--- src/rtl/feeder_pkg.sv ---
// Shared types and constants for the instruction feeder: opcodes, FSM states, watchdog limit.
package feeder_pkg;

    localparam int unsigned DATA_W     = 9;
    localparam int unsigned ADDR_W     = 5;
    localparam int unsigned OP_W       = 3;
    localparam int unsigned WDOG_LIMIT = 16;
    localparam int unsigned WDOG_W     = $clog2(WDOG_LIMIT);

    localparam logic [OP_W-1:0] OP_MV   = 3'b000;
    localparam logic [OP_W-1:0] OP_MVI  = 3'b001;
    localparam logic [OP_W-1:0] OP_ADD  = 3'b010;
    localparam logic [OP_W-1:0] OP_SUB  = 3'b011;
    localparam logic [OP_W-1:0] OP_HALT = 3'b111;

    typedef enum logic [2:0] {
        IDLE,
        RD,
        ISSUE_A,
        ISSUE_B,
        IMM_RD,
        IMM,
        WAIT,
        HALT
    } state_t;

    function automatic logic [OP_W-1:0] op_of(input logic [DATA_W-1:0] word);
        return word[DATA_W-1 -: OP_W];
    endfunction

    function automatic logic is_issuable(input logic [OP_W-1:0] op);
        return op inside {OP_MV, OP_MVI, OP_ADD, OP_SUB};
    endfunction

endpackage

--- src/rtl/instr_feeder_if.sv ---
// Feeder buses: program ROM port and processor DIN/run/Done handshake.
interface instr_feeder_if;
    import feeder_pkg::*;

    logic [ADDR_W-1:0] rom_addr;
    logic [DATA_W-1:0] rom_data;
    logic [DATA_W-1:0] din;
    logic              run;
    logic              done;

    modport master (
        output rom_addr, din, run,
        input  rom_data, done
    );

    modport slave (
        input  rom_addr, din, run,
        output rom_data, done
    );

endinterface

--- src/rtl/feeder_wdog.sv ---
// Done-timeout counter: expire rises on the WDOG_LIMIT-th consecutive enabled cycle.
module feeder_wdog
    import feeder_pkg::*;
(
    input  logic clk,
    input  logic rst,
    input  logic clear,
    input  logic en,
    output logic expire
);

    logic [WDOG_W-1:0] cnt;

    // expire is registered one count early so it is high during the last allowed cycle
    always_ff @(posedge clk or posedge rst) begin
        if (rst) begin
            cnt    <= '0;
            expire <= 1'b0;
        end else if (clear) begin
            cnt    <= '0;
            expire <= 1'b0;
        end else if (en) begin
            cnt    <= cnt + WDOG_W'(1);
            expire <= (cnt == WDOG_W'(WDOG_LIMIT - 2));
        end
    end

endmodule

--- src/rtl/instr_feeder.sv ---
// Fetches program words from ROM and feeds them to the processor, one run pulse per instruction.
// Optional done-timeout watchdog enabled by defining FEEDER_WATCHDOG_EN.
module instr_feeder
    import feeder_pkg::*;
(
    input  logic              clk,
    input  logic              rst,
    input  logic              start,
    instr_feeder_if.master    bus,
    output logic [ADDR_W-1:0] pc,
    output logic              busy,
    output logic              halted,
    output logic              err
);

    state_t            state_q, state_d;
    logic [ADDR_W-1:0] pc_d;
    logic [DATA_W-1:0] instr_q, instr_d;
    logic [DATA_W-1:0] imm_q, imm_d;
    logic [DATA_W-1:0] din_q, din_d;
    logic              run_q, run_d;
    logic              err_d, busy_d, halted_d;
    logic [OP_W-1:0]   op;
    logic              wdog_expire;

    assign op           = op_of(instr_q);
    assign bus.rom_addr = pc;
    assign bus.din      = din_q;
    assign bus.run      = run_q;

`ifdef FEEDER_WATCHDOG_EN
    logic in_wait;
    assign in_wait = (state_q == WAIT) || (state_q == IMM);

    feeder_wdog u_wdog (
        .clk    (clk),
        .rst    (rst),
        .clear  (!in_wait),
        .en     (in_wait),
        .expire (wdog_expire)
    );
`else
    assign wdog_expire = 1'b0;
`endif

    // Next state plus next values of the registered outputs, decoded from the next state
    always_comb begin
        state_d = state_q;
        pc_d    = pc;
        instr_d = instr_q;
        imm_d   = imm_q;
        err_d   = err;

        unique case (state_q)
            IDLE, HALT: begin
                if (start) begin
                    pc_d    = '0;
                    err_d   = 1'b0;
                    state_d = RD;
                end
            end
            RD: begin
                instr_d = bus.rom_data;
                state_d = ISSUE_A;
            end
            ISSUE_A: begin
                if (is_issuable(op)) begin
                    state_d = ISSUE_B;
                end else begin
                    err_d   = (op != OP_HALT);
                    state_d = HALT;
                end
            end
            ISSUE_B: begin
                if (op == OP_MVI) begin
                    pc_d    = pc + ADDR_W'(1);
                    state_d = IMM_RD;
                end else begin
                    state_d = WAIT;
                end
            end
            IMM_RD: begin
                imm_d   = bus.rom_data;
                state_d = IMM;
            end
            IMM, WAIT: begin
                if (bus.done) begin
                    pc_d    = pc + ADDR_W'(1);
                    state_d = RD;
                end else if (wdog_expire) begin
                    err_d   = 1'b1;
                    state_d = HALT;
                end
            end
            default: state_d = IDLE;
        endcase

        din_d = '0;
        unique case (state_d)
            ISSUE_A, ISSUE_B, IMM_RD, WAIT: din_d = instr_d;
            IMM:                            din_d = imm_d;
            default:                        din_d = '0;
        endcase
        run_d    = (state_d == ISSUE_B);
        busy_d   = (state_d != IDLE) && (state_d != HALT);
        halted_d = (state_d == HALT);
    end

    always_ff @(posedge clk or posedge rst) begin
        if (rst) begin
            state_q <= IDLE;
            pc      <= '0;
            instr_q <= '0;
            imm_q   <= '0;
            err     <= 1'b0;
            din_q   <= '0;
            run_q   <= 1'b0;
            busy    <= 1'b0;
            halted  <= 1'b0;
        end else begin
            state_q <= state_d;
            pc      <= pc_d;
            instr_q <= instr_d;
            imm_q   <= imm_d;
            err     <= err_d;
            din_q   <= din_d;
            run_q   <= run_d;
            busy    <= busy_d;
            halted  <= halted_d;
        end
    end

endmodule

--- src/flat_wrapper.sv ---
// flat-port wrapper written by rule: the top's interface ports become plain ports
module instr_feeder_flat import feeder_pkg::*;
  (clk, rst, start, pc, busy, halted, err, bus_rom_addr, bus_din, bus_run, bus_rom_data, bus_done);
  instr_feeder_if bus_i ();
  input  logic clk;
  input  logic rst;
  input  logic start;
  output logic [ADDR_W-1:0] pc;
  output logic busy;
  output logic halted;
  output logic err;
  output wire logic [$bits(bus_i.rom_addr)-1:0] bus_rom_addr;
  output wire logic [$bits(bus_i.din)-1:0] bus_din;
  output wire logic [$bits(bus_i.run)-1:0] bus_run;
  input wire logic [$bits(bus_i.rom_data)-1:0] bus_rom_data;
  input wire logic [$bits(bus_i.done)-1:0] bus_done;
  assign bus_rom_addr = bus_i.rom_addr;
  assign bus_din = bus_i.din;
  assign bus_run = bus_i.run;
  assign bus_i.rom_data = bus_rom_data;
  assign bus_i.done = bus_done;
  instr_feeder u_core (.clk(clk), .rst(rst), .start(start), .bus(bus_i), .pc(pc), .busy(busy), .halted(halted), .err(err));
endmodule
--- config.mk ---
export PLATFORM = sky130hd
export DESIGN_NAME = instr_feeder_flat
export DESIGN_NICKNAME = d
export VERILOG_FILES = /design/src/rtl/feeder_pkg.sv /design/src/rtl/instr_feeder_if.sv /design/src/rtl/feeder_wdog.sv /design/src/rtl/instr_feeder.sv /design/src/flat_wrapper.sv
export SDC_FILE = /design/constraint.sdc
export NUM_CORES = 1
export LEC_CHECK = 0
export ABC_AREA = 1
export CAP_MARGIN = 20
export CORE_MARGIN = 2
export CORE_UTILIZATION = 25
export CTS_CLUSTER_SIZE = 8
export DETAILED_ROUTE_END_ITERATION = 12
export PLACE_DENSITY = 0.51
export SLEW_MARGIN = 15
export SYNTH_ARGS = -nofsm -noshare
export SYNTH_HDL_FRONTEND = slang
export SYNTH_HIERARCHICAL = 1
export SYNTH_SLANG_ARGS = --single-unit
--- constraint.sdc ---
create_clock -name clk -period 1.6 [get_ports clk]
set_input_delay 0.32 -clock clk [delete_from_list [all_inputs] [get_ports clk]]
set_output_delay 0.32 -clock clk [all_outputs]
set_load 0.02 [all_outputs]
==> results.txt <==
area grow syn2layout -> 30.1%
VDD IR max -> 0.808 mV
# fillers -> 805
CTS Buffer Depth -> 2
1st-iter DRT viols -> 106
Seq/Total Area, Yosys -> 50.6%
initial antenna violation count -> 0
crit path kind -> flip-flop to output port
Num CTS Buffers -> 5
ys flop type -> dfrtp_1
worst slew pin tran -> 0.249 ns
Crit path buffers/inverters -> 1
Worst path slowest cell -> clkdlybuf4s50_1
unrepaired setup endpoints after global routing -> no
Worst Path Required -> 1.28 ns
Vias/cell -> 4.13
htree depth -> 2
Tot Pwr -> 5.47 mW
Detailed Routing Iterations Pass 1 -> 5
core area -> 0.00761 sq mm
Post-Synthesis Cells -> 218
io pins -> 36
Max FO, Critical Path -> 1
gr usage total -> 10.6%
Clock Skew -> 0.00520 ns
total wire length -> 4100 um
post-CTS setup buffer count -> 0
Synth area leaders -> dfrtp_1 51%, nand2_1 11%, nand3_1 6.8%
R2R cell count -> 8
placed insts -> 353
first-pass GRT wire length -> 7120 um
endpoint class of the critical path -> output port
Worst EP arrival -> 1.24 ns
setup TNS -> 0 ns
status -> complete, no violations
gpl congestion -> 0.796
antenna-violating nets left -> 0
Finished Cell Area -> 0.00251 sq mm
# setup viols final -> 0
nets@finish -> 272
grt ovf -> 0
Max Slew Vio Count -> 0
Worst R2R Setup Slack -> 0.14 ns
worst setup margin -> 0.0401 ns
WHS -> 0.398 ns
CP delay by family, top -> buffers and inverters
post-synth top area share -> 50.6%
IO buf count -> 35
startpoint class of the critical path -> flip-flop
Placed Instance Area -> 0.00240 sq mm
#FFs+latches synth -> 39
async set-or-reset flop fraction in the synthesized netlist -> 100%
vias in the first global route -> 1474
Post-Syn Area per Cell -> 8.84 sq um
# DRC -> 0
# diodes -> 0
WL per Instance -> 11.4 um
Tcrit/Tclk final -> 97.5%
reg2reg end -> u_core/busy
crit-path cells -> clkdlybuf4s50_1
share of cells above drive strength 1 -> 17.4%
CP max stage delay -> 0.60 ns
Hold WC Path Type -> primary input to asynchronous set/reset pin
Clock transition at path regs -> 0.08 ns
DP Wirelength -> 2820 um
Synth top cells by count -> 56 x nand2_1, 39 x dfrtp_1, 26 x nand3_1
clock latency on the worst-skew pair -> 0.29 ns
Tmin final -> 1.56 ns
dpl ws -> -0.107 ns
cell with the most instances after synthesis -> nand2_1
clock sinks -> 39
clock root cell -> clkbuf_8
Power Dens Cells -> 2180 mW/mm^2
fin cells -> 361
Die Wd -> 91.8 um
Netlist cell types -> 29
leakage -> 1.31 nW
Synthesis Warnings -> 6
Slew HR -> 83.2%
final hold vios -> 0
die area -> 0.00843 sq mm
Synth area leader -> dfrtp_1
Starting Density -> 25.3%
largest net degree at the start of global routing -> 40
CTS tree -> built
EDFF count, synth -> 0
Synthesized Nets -> 232
Fmax -> 0.641 GHz
Core Rows -> 32
via count -> 1492
Die Y -> 91.8 um
Crit Reg-Reg Startpoint -> u_core/state_q[1]
max cap viols -> 0
Core Util, Final -> 33.0%
mapped cell area -> 0.00193 sq mm
[placed cells by master (no fill, tap or decap), types with 2 or more instances in the layout]
cell type	instances
nand3_1	26
inv_1	20
buf_12	2
inv_2	5
nor2_1	8
o21ai_2	2
dlymetal6s2s_1	2
clkdlybuf4s50_1	23
nor2_2	4
dlygate4sd2_1	10
o21ai_1	5
nand2_2	4
o21ai_0	14
nand2_1	56
nand2_4	3
nand3b_1	4
dfrtp_1	36
nand4_1	2
clkbuf_8	5
buf_4	7
nand3_2	2
xnor2_1	2
dfrtp_2	3
[power by group]
group | total [mW] | internal (mW) | switching (mW)
logic | 2.92 | 1.13 | 1.78
clock network | 0.842 | 0.470 | 0.372
registers | 1.72 | 1.43 | 0.285
[timing repair]
action                                  4_1_cts  5_1_grt
hold buffers                                  0        0
endpoints found under the setup margin       10       18
hold endpoints to repair                      0        0
gates cloned                                  0        0
resized for setup                            10        5
[kinds of logic (layout without fill, tap and decap cells)]
group,after synthesis,after routing,synth area share (%)
adders and majority gates,1,1,0.649
buffers and inverters,37,78,10.5
AOI/OAI and AO/OA,24,24,7.21
DFF,39,39,50.6
xor gates and xnor gates,3,3,1.36
and+or+nand+nor,114,114,29.7
[metal layers]
| layer | up-vias | GRT usage, % | wire length (um) |
|---|---|---|---|
| li1 | 779 | - | - |
| met4 | 0 | 2.61 | 15 |
| met5 | - | 0 | 0 |
| met1 | 669 | 14.0 | 1960 |
| met2 | 42 | 17.3 | 1910 |
| met3 | 2 | 3.04 | 220 |
[registers in the layout, indices dropped and copies added (netlist names)]
register	cells
u_core/bus.din	9
u_core/bus.rom_addr	5
u_core/bus.run	1
u_core/busy	1
u_core/err	1
u_core/halted	1
u_core/imm_q	9
u_core/instr_q	9
u_core/state_q	3
[final cells by class]
| class | instances | area [sq um] | area share, % |
|---|---|---|---|
| Sequential cell | 39 | 980 | 39.1 |
| Multi-Input combinational cell | 142 | 749 | 29.9 |
| Timing Repair Buffer | 44 | 435 | 17.4 |
| Tap cell | 102 | 128 | 5.09 |
| Inverter | 26 | 100 | 3.99 |
| Clock buffer | 5 | 68.8 | 2.74 |
| Clock inverter | 3 | 46.3 | 1.85 |
[worst max-delay path by stage]
stage / from / endpoint / cells past startpoint
6_report: u_core/bus.din[2] / bus_din[2] / 1
3_3_place_gp: start / u_core/busy / 8
5_1_grt: u_core/bus.din[1] / bus_din[1] / 1
3_5_place_dp: start / u_core/busy / 8
2_1_floorplan: u_core/bus.rom_addr[0] / u_core/bus.rom_addr[4] / 6
4_1_cts: u_core/err / err / 1
No activity file was read; power rests on OpenSTA's default activity.
